### src/rtl/axi_rd_arbiter.sv
// -----------------------------------------------------------------------------
// axi_rd_arbiter
//
// Shares the single read request/response channel of the AXI shim between
// NumReq read clients. Requests are arbitrated round-robin. The winning client
// index is placed in the MSBs of the shim read ID, and responses are routed back
// to the client by those ID MSBs. Each client has a limit on in-flight bursts.
// An exclusive (lock) read blocks all further grants until the locked burst's
// last beat has been accepted.
//
// Ports
//   clk_i, rst_i             clock, synchronous active-high reset
//   req_*_i / req_gnt_o      per-client request fields (packed, client i at
//                            slice i) and one-cycle grant pulse
//   rsp_rdy_i / rsp_valid_o  per-client response handshake
//   rsp_last/data/user/id/exokay_o  shared response fields
//   shim_rd_req_o/gnt_i, shim_rd_addr/blen/size/lock/id_o  request to the shim
//   shim_rd_valid/last/data/user/id/exokay_i, shim_rd_rdy_o  response from shim
//   err_o                    sticky: response with a bad index, or a count
//                            underflow
// -----------------------------------------------------------------------------
module axi_rd_arbiter #(
    parameter int NumReq         = 3,
    parameter int AxiAddrWidth   = 64,
    parameter int AxiDataWidth   = 64,
    parameter int AxiUserWidth   = 1,
    parameter int AxiIdWidth     = 4,
    parameter int MaxOutstanding = 4,
    localparam int IdxW          = $clog2(NumReq),
    localparam int SubIdW        = AxiIdWidth - IdxW,
    localparam int CntW          = $clog2(MaxOutstanding + 1)
) (
    input  logic                         clk_i,
    input  logic                         rst_i,
    // client requests
    input  logic [NumReq-1:0]            req_valid_i,
    input  logic [NumReq*AxiAddrWidth-1:0] req_addr_i,
    input  logic [NumReq*8-1:0]          req_blen_i,
    input  logic [NumReq*3-1:0]          req_size_i,
    input  logic [NumReq*SubIdW-1:0]     req_id_i,
    input  logic [NumReq-1:0]            req_lock_i,
    output logic [NumReq-1:0]            req_gnt_o,
    // client responses
    input  logic [NumReq-1:0]            rsp_rdy_i,
    output logic [NumReq-1:0]            rsp_valid_o,
    output logic                         rsp_last_o,
    output logic [AxiDataWidth-1:0]      rsp_data_o,
    output logic [AxiUserWidth-1:0]      rsp_user_o,
    output logic [SubIdW-1:0]            rsp_id_o,
    output logic                         rsp_exokay_o,
    // shim request
    output logic                         shim_rd_req_o,
    input  logic                         shim_rd_gnt_i,
    output logic [AxiAddrWidth-1:0]      shim_rd_addr_o,
    output logic [7:0]                   shim_rd_blen_o,
    output logic [2:0]                   shim_rd_size_o,
    output logic                         shim_rd_lock_o,
    output logic [AxiIdWidth-1:0]        shim_rd_id_o,
    // shim response
    input  logic                         shim_rd_valid_i,
    input  logic                         shim_rd_last_i,
    input  logic [AxiDataWidth-1:0]      shim_rd_data_i,
    input  logic [AxiUserWidth-1:0]      shim_rd_user_i,
    input  logic [AxiIdWidth-1:0]        shim_rd_id_i,
    input  logic                         shim_rd_exokay_i,
    output logic                         shim_rd_rdy_o,
    output logic                         err_o
);

    typedef enum logic [1:0] {
        IDLE   = 2'd0,
        ISSUE  = 2'd1,
        LOCKED = 2'd2
    } state_e;

    state_e            state_q, state_d;
    logic [IdxW-1:0]   sel_idx_q, sel_idx_d;
    logic [IdxW-1:0]   rr_ptr_q, rr_ptr_d;
    logic [CntW-1:0]   cnt_q [NumReq];
    logic [CntW-1:0]   cnt_d [NumReq];
    logic              err_q, err_d;

    logic [NumReq-1:0] eligible;
    logic              pick_found;
    logic [IdxW-1:0]   pick_idx;
    logic [IdxW-1:0]   cand_idx;
    logic [IdxW-1:0]   ridx;
    logic              ridx_ok;
    logic              beat_done;
    logic              grant;
    logic              sel_lock;
    logic [NumReq-1:0] inc_v;
    logic [NumReq-1:0] dec_v;

    // Shared response fields pass straight through; only valid/ready are routed.
    assign rsp_last_o   = shim_rd_last_i;
    assign rsp_data_o   = shim_rd_data_i;
    assign rsp_user_o   = shim_rd_user_i;
    assign rsp_id_o     = shim_rd_id_i[SubIdW-1:0];
    assign rsp_exokay_o = shim_rd_exokay_i;
    assign err_o        = err_q;

    assign ridx = shim_rd_id_i[AxiIdWidth-1 -: IdxW];

    // Response routing. An index with no client behind it is sunk (ready=1)
    // so the shim never stalls on a beat nobody will accept.
    always_comb begin
        rsp_valid_o   = '0;
        shim_rd_rdy_o = 1'b1;
        ridx_ok       = 1'b0;
        for (int i = 0; i < NumReq; i++) begin
            if (ridx == IdxW'(i)) begin
                ridx_ok        = 1'b1;
                rsp_valid_o[i] = shim_rd_valid_i;
                shim_rd_rdy_o  = rsp_rdy_i[i];
            end
        end
    end

    assign beat_done = shim_rd_valid_i & shim_rd_rdy_o & shim_rd_last_i & ridx_ok;

    // Round-robin pick: first eligible client at or after rr_ptr, cyclically.
    always_comb begin
        pick_found = 1'b0;
        pick_idx   = '0;
        cand_idx   = '0;
        for (int i = 0; i < NumReq; i++) begin
            eligible[i] = req_valid_i[i] && (cnt_q[i] < CntW'(MaxOutstanding));
        end
        for (int k = 0; k < NumReq; k++) begin
            cand_idx = IdxW'((int'(rr_ptr_q) + k) % NumReq);
            if (!pick_found && eligible[cand_idx]) begin
                pick_found = 1'b1;
                pick_idx   = cand_idx;
            end
        end
    end

    // Request field mux for the selected client; zero while not issuing.
    always_comb begin
        shim_rd_addr_o = '0;
        shim_rd_blen_o = '0;
        shim_rd_size_o = '0;
        shim_rd_lock_o = 1'b0;
        shim_rd_id_o   = '0;
        sel_lock       = 1'b0;
        for (int i = 0; i < NumReq; i++) begin
            if (sel_idx_q == IdxW'(i)) begin
                sel_lock = req_lock_i[i];
                if (state_q == ISSUE) begin
                    shim_rd_addr_o = req_addr_i[i*AxiAddrWidth +: AxiAddrWidth];
                    shim_rd_blen_o = req_blen_i[i*8 +: 8];
                    shim_rd_size_o = req_size_i[i*3 +: 3];
                    shim_rd_lock_o = req_lock_i[i];
                    shim_rd_id_o   = {sel_idx_q, req_id_i[i*SubIdW +: SubIdW]};
                end
            end
        end
    end

    // Arbitration FSM next-state and outputs.
    always_comb begin
        state_d       = state_q;
        sel_idx_d     = sel_idx_q;
        rr_ptr_d      = rr_ptr_q;
        shim_rd_req_o = 1'b0;
        req_gnt_o     = '0;
        grant         = 1'b0;
        case (state_q)
            IDLE: begin
                if (pick_found) begin
                    sel_idx_d = pick_idx;
                    state_d   = ISSUE;
                end
            end
            ISSUE: begin
                shim_rd_req_o = 1'b1;
                if (shim_rd_gnt_i) begin
                    grant = 1'b1;
                    for (int i = 0; i < NumReq; i++) begin
                        req_gnt_o[i] = (sel_idx_q == IdxW'(i));
                    end
                    rr_ptr_d = (sel_idx_q == IdxW'(NumReq - 1)) ? '0 : sel_idx_q + IdxW'(1);
                    state_d  = sel_lock ? LOCKED : IDLE;
                end
            end
            LOCKED: begin
                // sel_idx_q still names the locked client here.
                if (beat_done && (ridx == sel_idx_q)) begin
                    state_d = IDLE;
                end
            end
            default: state_d = IDLE;
        endcase
    end

    // Outstanding-burst counters. Grant and completion on the same client in
    // the same cycle cancel out.
    always_comb begin
        err_d = err_q;
        if (shim_rd_valid_i && !ridx_ok) begin
            err_d = 1'b1;
        end
        for (int i = 0; i < NumReq; i++) begin
            inc_v[i] = grant && (sel_idx_q == IdxW'(i));
            dec_v[i] = beat_done && (ridx == IdxW'(i));
            cnt_d[i] = cnt_q[i];
            if (inc_v[i] && !dec_v[i]) begin
                cnt_d[i] = cnt_q[i] + CntW'(1);
            end else if (dec_v[i] && !inc_v[i]) begin
                if (cnt_q[i] == '0) begin
                    err_d = 1'b1;
                end else begin
                    cnt_d[i] = cnt_q[i] - CntW'(1);
                end
            end
        end
    end

    always_ff @(posedge clk_i) begin
        if (rst_i) begin
            state_q   <= IDLE;
            sel_idx_q <= '0;
            rr_ptr_q  <= '0;
            err_q     <= 1'b0;
            for (int i = 0; i < NumReq; i++) begin
                cnt_q[i] <= '0;
            end
        end else begin
            state_q   <= state_d;
            sel_idx_q <= sel_idx_d;
            rr_ptr_q  <= rr_ptr_d;
            err_q     <= err_d;
            for (int i = 0; i < NumReq; i++) begin
                cnt_q[i] <= cnt_d[i];
            end
        end
    end

endmodule

### config.mk
export PLATFORM = sky130hd
export DESIGN_NAME = axi_rd_arbiter
export DESIGN_NICKNAME = d
export VERILOG_FILES = /design/src/rtl/axi_rd_arbiter.sv
export SDC_FILE = /design/constraint.sdc
export NUM_CORES = 1
export LEC_CHECK = 0
export CORE_AREA = 5 5 179 181
export DETAILED_ROUTE_END_ITERATION = 16
export DIE_AREA = 0 0 184 186
export SYNTH_ARGS = -nofsm -noshare
export SYNTH_HDL_FRONTEND = slang
export SYNTH_SLANG_ARGS = --single-unit
### constraint.sdc
create_clock -name clk_i -period 2.6 [get_ports clk_i]
set_clock_uncertainty 0.2 [all_clocks]
set_input_delay 0.26 -clock clk_i [delete_from_list [all_inputs] [get_ports clk_i]]
set_output_delay 0.26 -clock clk_i [all_outputs]
set_load 0.02 [all_outputs]
**Yosys cells after proc, flatten, opt, wreduce, memory -nomap -nowiden**

Memories as Yosys holds them, arrays and structs flattened.
Cells that the tools add are included.

- Flip-flop bits (word level): 7
- Bits in latches: 0
- Bits in writable memories: 9
- ROM bits: 0
- Bits of input ports: 315
- Output and inout bits: 158
- Word-level logic and storage cells: 166
- Memories: 1

Memory list:

| name | depth | bits a word | rd ports | clocked after memory_dff | write ports | RTL line | RTL |
|---|---|---|---|---|---|---|---|
| cnt_q | 3 | 3 | 3 | 0 | 3 | 79 | `logic [CntW-1:0] cnt_q [NumReq];` |

- Add/sub/neg operators: 9
- Multiply operators: 0
- Divide/modulo/power cells: 3
- Magnitude comparators: 6
- Equality and inequality tests: 10
- Shift-type cells: 0
- Muxes and demuxes: 90
- Bitwise operators: 6
- Reduce and logical (&&, ||, !) cells: 37

Operators with widths:

| cell | number |
|---|---|
| 64-bit 2-to-1 mux | 6 |
| 32-bit by 3-bit remainder unit with 32-bit output (second input constant) | 2 |
| 3-bit 2-to-1 mux | 20 |
| 8-bit 2-to-1 mux | 6 |
| 1-bit 2-to-1 mux | 40 |
| 3-bit by 3-bit remainder unit with 32-bit output (second input constant) | 1 |
| 4-bit 2-to-1 mux | 6 |
| 1-bit logical AND | 19 |
| 2-bit 2-to-1 mux | 8 |
| 3-bit by 1-bit adder with 3-bit output (second input constant) | 3 |
| 1-bit zero test | 9 |
| 3-bit zero test | 3 |
| 2-bit by 3-bit < comparator with 1-bit output (second input constant) | 3 |
| 3-bit < comparator (second input constant) | 3 |
| 3-bit by 1-bit subtractor with 3-bit output (second input constant) | 3 |
| 1-bit binary-select mux with 2-bit select | 3 |
| 2-bit by 1-bit == test with 1-bit output (second input constant) | 3 |
| 2-bit == test (second input constant) | 3 |
| 2-bit zero test | 3 |
| 2-bit inequality test (second input constant) | 3 |
| 2-bit one-hot mux with 3 select lines | 1 |
| 2-bit AND reduction | 2 |
| 2-bit by 1-bit adder with 3-bit output (second input constant) | 1 |
| 2-bit by 2-bit adder with 3-bit output (second input constant) | 1 |
| other kinds (5) | 9 |

**Logic depth before layout (Yosys ltp)**

Gate-level depths: netlist of run 1.

- Depth after elaboration: 17
- Depth in mapped cells: 12
- Gate-level depth less buffers: 11

**Worst setup path before layout of run 1**

OpenSTA, ideal clock, no wires.

- Path type: register to register
- From: register state_q[1]
- To: memory cnt_q[0][2] (netlist bit)
- Data arrival time: 2.684 ns
- Path slack: -0.354 ns
- Stages on the path, launching flop included: 13
- Buffers on the path: 1
- Clock period less this slack: 2.954 ns
- Path through: dfxtp_1 -> nand2b_1 -> clkbuf_1 -> inv_1 -> nand2_1 -> or3_1 -> inv_1 -> ha_1 -> inv_1 -> fa_1 -> xor2_1 -> or4_1 -> a21oi_1

RTL lines:

| what | RTL line | RTL |
|---|---|---|
| from (decl) | 76 | `state_e state_q, state_d;` |
| from (signal assigned) | 230 | `state_q <= state_d;` |
| to (decl) | 79 |  |

**Worst setup path in the final report of run 1**

- From: register sel_idx_q[1]
- To: output port shim_rd_addr_o[43]

- Longest elaborated chain between the ends: 6

RTL lines:

| what | RTL line | RTL |
|---|---|---|
| from (decl) | 77 | `logic [IdxW-1:0] sel_idx_q, sel_idx_d;` |
| from (signal assigned) | 231 | `sel_idx_q <= sel_idx_d;` |
| 2-bit zero test | 148 | `if (sel_idx_q == IdxW'(i)) begin` |
| 64-bit 2-to-1 mux | 148 |  |
| 64-bit 2-to-1 mux | 150 | `if (state_q == ISSUE) begin` |
| 64-bit 2-to-1 mux | 148 |  |
| 64-bit 2-to-1 mux | 150 |  |
| 64-bit 2-to-1 mux (*) | 148 |  |
| to (decl) | 54 | `output logic [AxiAddrWidth-1:0] shim_rd_addr_o,` |

Every way passes the cells marked *; elsewhere a longest branch is shown, timed or not.

==> flow_summary.toml, run 1 <==
[timing]
setup_viol = 0
timing.fmax_mhz = 396
worstMarginPinSlew_ns = 0.539
hold_violations = 0
finalWorstSetupSlack_ns = 0.0728
fin_hold_ws_ns = 0.277
min_period_ns = 2.53
maxSlewHeadroom_pct = 64.1
slew_violations = 0
rsz0062_at_grt = "no"
period_share_pct = 97.2

[drt]
first_pass_iters = 4
post_drt_wl_per_cell_um = 16.0
drtAntennaViolNets = 0
drtIter0Drc = 115
wl_mm = 19.6
drc = 0
vias_per_cell = 3.86
vias = 4735

[worst_setup_path]
path_delay_family = "buffers and inverters"
r2r_start = "state_q[1]$_SDFFE_PP0P_"
path_buf_inv = 2
required_ns = 2.14
cp_slowest_cell = "clkdlybuf4s50_1"
ff2ff_path_depth = 11
cp_max_fo = 23
crit_path_start_kind = "register"
worstSetupPathType = "register to primary output"
crit_top_cell = "nor2_1"
r2r-end = "cnt_q[0][2]$_SDFFE_PP0P_"
cpPeakStageDelay_ns = 0.58
reg2reg_setup_slack_ns = 0.12
crit_chain = "buf_12 -> mux2i_1 -> nor2_1 -> a21oi_1 -> nor2_1 -> clkdlybuf4s50_1"
cp-end-kind = "primary output"
cp_data_arrival_time_ns = 2.07

[status]
status = "completed"

[synth]
yosys_register_bits = 16
ys.flop_type = "dfxtp_1"
yosys_warnings = 0
syn_area_per_cell_um2 = 6.37
yosysSeqAreaShare_pct = 8.94
syn_nets = 889
synth_cells = 563
synth.distinct_cells = 43
netlist_area_um2 = 3580
async_reset_ff_share_pct = 0
synth-edff-count = 0

[die]
start_util_pct = 11.8
die_w_um = 184
die_area_um2 = 34200
io-pin-count = 473
rows = 64
die_h_um = 186
core_um2 = 30300

[clock_tree]
cts_max_level = 1
cts_tree = "yes"
clock_latency_ns = 0.24
clock_path_buffers = 2
cts-root-buf = "clkbuf_16"
clk_pin_slew_ns = 0.05
cts_num_sinks = 16
cts_buffers = 3

[layout]
fin_util_pct = 24.3
final_net_count = 1157
drive_gt1_share_pct = 8.92
fin_area_um2 = 7360
syn2layout_area_growth_pct = 105
n_fill_cell = 3346
antenna_cells = 0

[min_path]
hold_depth = 2
hold_start = "rr_ptr_q[0]$_SDFFE_PP0P_"
min_to = "rr_ptr_q[0]$_SDFFE_PP0P_"
hp-class = "register to register"

[pwr]
ir_worst_vdd_mv = 0.194
power_uw = 2190
pwr_density_cell_nw_per_um2 = 298
cellLeakagePower_uw = 0.00315

[global_route]
antenna_found_initial = 1
grtUsageTotal_pct = 10.2
first_global_vias = 4884
grt_pass1_wl_mm = 27.8
overflow = 0
grt_start_max_net_pins = 81

[placed_design]
place_ws_ns = -0.491
placed_cell_area_um2 = 7140
gp_congestion = 0.779
port_buffers = 336
hpwl_mm = 16.6

[flow_run]
max_cap_viol_count = 0
[kinds of logic (layout without fill, tap and decap cells)]
| family | count (synthesis) | after routing | synth area share (%) |
|---|---|---|---|
| simple gates | 217 | 217 | 25.1 |
| buf+inv | 124 | 391 | 20.5 |
| compound gates | 107 | 107 | 16.4 |
| mux | 81 | 81 | 22.8 |
| flops | 16 | 16 | 8.94 |
| fa+ha+maj | 13 | 13 | 5.06 |
| xor+xnor | 5 | 5 | 1.22 |
[worst register-to-register path: stages (launching register included)]
cell      delay (ns)
dfxtp_2         0.31
nand2b_4        0.17
inv_8           0.07
nand2_2         0.05
or3_4           0.33
inv_2           0.07
ha_4            0.13
inv_2           0.04
fa_2            0.33
xor2_1          0.17
or4_1           0.42
a21oi_2         0.14
[synth_stat cells (2+ instances only)]
cell type	n	area, µm²
nand2_1	12	45.0
mux2i_1	79	791
nand2b_1	8	50.1
ha_1	8	100
or4_1	3	22.5
nor4_1	3	18.8
a21oi_1	90	450
o21a_1	2	15.0
clkbuf_1	30	113
fa_1	3	60.1
xor2_1	5	43.8
dfxtp_1	16	320
a31oi_1	2	12.5
inv_1	15	56.3
nor3_1	5	25.0
and2_1	2	12.5
nor2_1	173	649
o21ai_0	3	15.0
or3_1	2	12.5
buf_2	9	45.0
buf_4	69	518
nor2b_1	3	18.8
[registers in the layout, indices dropped and copies added (netlist names)]
name and flops:
sel_idx_q 2, err_o 1, cnt_q 9, rr_ptr_q 2, state_q 2
[layout by cell type, fill, tap and decap left out, drive strengths merged, types with 2 or more instances in the layout]
master,n
a21oi,90
nor2b,3
maj3,2
xor2,5
or4,3
nand2,12
mux2i,79
nor2,173
and2,2
ha,8
a211oi,2
o21ai,3
buf,41
dfxtp,16
a31oi,2
clkbuf,5
clkdlybuf4s50,289
o21a,2
inv,15
fa,3
nor4,3
mux2,2
or3,2
nand2b,8
dlygate4sd2,9
nor3,5
dlymetal6s2s,32
[through the flow]
stage	TNS (ns)	cells
after floorplan	-0.0576	563
after detailed placement	-2.52	1221
after global placement	-1.97	1221
after CTS	0	1226
after global routing	0	1226
final	0	1226
[report_power, final]
| part | internal, µW | switching [µW] | leakage, µW |
|---|---|---|---|
| sequential | 257 | 16.1 | 0.000132 |
| clock | 208 | 98.4 | 0.0000382 |
| combinational | 849 | 762 | 0.00298 |
[area by class of cell]
cell class                      instances  area [µm²]  area share (%)
Clock buffer                            4        78.8            1.07
Inverter                               15        63.8           0.867
Multi-Input combinational cell        423        2630            35.7
Sequential cell                        16         329            4.47
Tap cell                              396         495            6.73
Timing Repair Buffer                  372        3770            51.2
[per-layer routing]
layer	GRT usage (%)	vias to the layer above	share of wire (%)
met4	2.99	2	2.8
met3	4.96	36	12
li1	-	2341	-
met5	0	-	0.066
met2	17.3	222	49
met1	11.4	2134	35
[repair_timing]
item / 4_1_cts / 5_1_grt
hold buffers: 0 / 0
pin swaps: 11 / 4
endpoints found under the hold margin: 0 / 0
resized for setup: 23 / 37
setup buffers: 1 / 0
endpoints found under the setup margin: 39 / 33
cloned: 0 / 0
[worst max path at each step]
stage	start	endpoint	cells after the start
5_1_grt	sel_idx_q[1]$_SDFFE_PP0P_	shim_rd_addr_o[58]	6
4_1_cts	sel_idx_q[1]$_SDFFE_PP0P_	shim_rd_addr_o[44]	6
6_report	sel_idx_q[1]$_SDFFE_PP0P_	shim_rd_addr_o[43]	6
3_3_place_gp	shim_rd_id_i[2]	cnt_q[0][8]$_SDFFE_PP0P_	10
2_1_floorplan	state_q[1]$_SDFFE_PP0P_	cnt_q[0][2]$_SDFFE_PP0P_	12
3_5_place_dp	shim_rd_id_i[2]	cnt_q[0][8]$_SDFFE_PP0P_	10
Power figures use the tool's default switching activity.
==> inputs of run 2 (changes only) <==
--- a/config.mk
+++ b/config.mk
@@ -8,6 +8,7 @@
 export CORE_AREA = 5 5 179 181
 export DETAILED_ROUTE_END_ITERATION = 16
 export DIE_AREA = 0 0 184 186
+export SKIP_LAST_GASP = 1
 export SYNTH_ARGS = -nofsm -noshare
 export SYNTH_HDL_FRONTEND = slang
 export SYNTH_SLANG_ARGS = --single-unit
==> flow_summary.toml, run 2 (synthesized netlist as in run 1, its figures left out) <==
[status]
status = "completed"

[pwr]
pwr_density_cell_nw_per_um2 = 298
switching_share_pct = 40.0
internal_power_uw = 1320
power_uw = 2190
ir_worst_vdd_mv = 0.194
p_sw_uw = 877
seqPwrFrac_pct = 12.5
power_frac_clock_pct = 14.0
pwr-share-comb_pct = 73.5
cellLeakagePower_uw = 0.00309

[layout]
largest-register = "cnt_q"
final_cell_mix = "clkdlybuf4s50_1, nor2_1, a21oi_1"
syn2layout_area_growth_pct = 105
largest_reg_flops = 9
drive_gt1_share_pct = 8.92
n_fill_cell = 3348
multi_input_area_um2 = 2630
fin_area_um2 = 7350
layout_commonest_cell = "clkdlybuf4s50_1"
final_net_count = 1157
seqCellArea_um2 = 329
antenna_cells = 0
instances_no_fill = 1226

[drt]
wl_mm = 19.6
vias = 4732
first_pass_iters = 4
drc = 0
vias_per_cell = 3.86
post_drt_wl_per_cell_um = 16.0
drtIter0Drc = 118
drtAntennaViolNets = 0

[clock_tree]
cts_num_sinks = 16
clock_latency_ns = 0.24
clock_path_buffers = 2
cts_max_level = 1
cts_tree = "yes"
clk_pin_slew_ns = 0.05
cts-hold-fix-buffers = 0
cts-root-buf = "clkbuf_16"
cts_buffers = 3

[timing]
setup_viol = 0
hold_violations = 0
timing.fmax_mhz = 394
slew_violations = 0
worstMarginPinSlew_ns = 0.540
min_period_ns = 2.54
maxSlewHeadroom_pct = 64.0
fin_hold_ws_ns = 0.277
rsz0062_at_grt = "yes"
period_share_pct = 97.6

[placed_design]
placed_cell_area_um2 = 7140
port_buffers = 336
hpwl_mm = 16.6
gp_congestion = 0.779
placed_cells = 1221

[die]
io-pin-count = 473
core_um2 = 30300
die_area_um2 = 34200
start_util_pct = 11.8
rows = 64
die_w_um = 184
die_h_um = 186

[worst_setup_path]
required_ns = 2.14
cpPeakStageDelay_ns = 0.58
cp_slowest_cell = "clkdlybuf4s50_1"
crit_top_cell = "nor2_1"
cp-end-kind = "primary output"
path_delay_family = "buffers and inverters"
crit_chain = "buf_12 -> mux2i_1 -> nor2_1 -> a21oi_1 -> nor2_1 -> clkdlybuf4s50_1"
path_buf_inv = 2
ff2ff_path_depth = 11
cp_data_arrival_time_ns = 2.08
cp_max_fo = 23
crit_path_start_kind = "register"
worstSetupPathType = "register to primary output"
worst-path-stages = 6

[min_path]
hold_depth = 2
hp-class = "register to register"

[global_route]
globalRouteMet3Util_pct = 4.96
grt_start_max_net_pins = 81
met1_usage_pct = 11.4
grtUsageMet2_pct = 17.3
antenna_found_initial = 1
grt_pass1_wl_mm = 27.8
overflow = 0
first_global_vias = 4884
grtUsageTotal_pct = 10.2
top_usage_layer = "met2"

[flow_run]
max_cap_viol_count = 0
[run 2: path summary, 6_finish.rpt]
check	startpoint	end	slack [ns]
min	rr_ptr_q[0]$_SDFFE_PP0P_	rr_ptr_q[0]$_SDFFE_PP0P_	0.28
min reg2reg	rr_ptr_q[0]$_SDFFE_PP0P_	rr_ptr_q[0]$_SDFFE_PP0P_	0.28
max reg2reg	state_q[1]$_SDFFE_PP0P_	cnt_q[0][2]$_SDFFE_PP0P_	0.12
max	sel_idx_q[1]$_SDFFE_PP0P_	shim_rd_addr_o[43]	0.06
[run 2: area by class of cell]
class / count / share of cell area, %
clock buffers: 4 / 1.07
inverters: 15 / 0.868
multi-input cells: 423 / 35.7
flip-flops and latches: 16 / 4.48
well taps: 396 / 6.74
repair buffers: 372 / 51.1
[run 2: through the flow]
| step | setup TNS (ns) | setup slack (ns) | util [%] |
|---|---|---|---|
| after CTS | 0 | 0.00289 | 24.0 |
| after floorplan | -0.0576 | -0.0576 | - |
| final | 0 | 0.0626 | 24.3 |
| after detailed placement | -2.52 | -0.491 | 23.6 |
| after global routing | -0.0689 | -0.0430 | 24.3 |
| after global placement | -1.97 | -0.446 | 23.6 |
[run 2: layer usage]
layer / wire length, µm / up-vias
met4: 546 / 2
li1: - / 2340
met2: 9680 / 220
met5: 13 / -
met3: 2340 / 36
met1: 7000 / 2134
[run 2: what timing repair did]
item | 4_1_cts | 5_1_grt
pin swaps | 11 | 4
buffers inserted | 1 | 0
setup endpoints to repair | 39 | 33
gates resized for setup | 23 | 33
[run 2: tightest hold or removal path, cell delays in order, from the launching register on]
cell,delay [ns]
dfxtp_1,0.32
nand2_1,0.06
a21oi_1,0.05
[run 2: power by group through the flow]
stage                     sequential, µW  clock [µW]  combinational, µW
after floorplan                      272           0                902
after global placement               278           0               1620
after detailed placement             279           0               1630
after CTS                            274         312               1640
after global routing                 276         323               1740
final                                274         306               1610
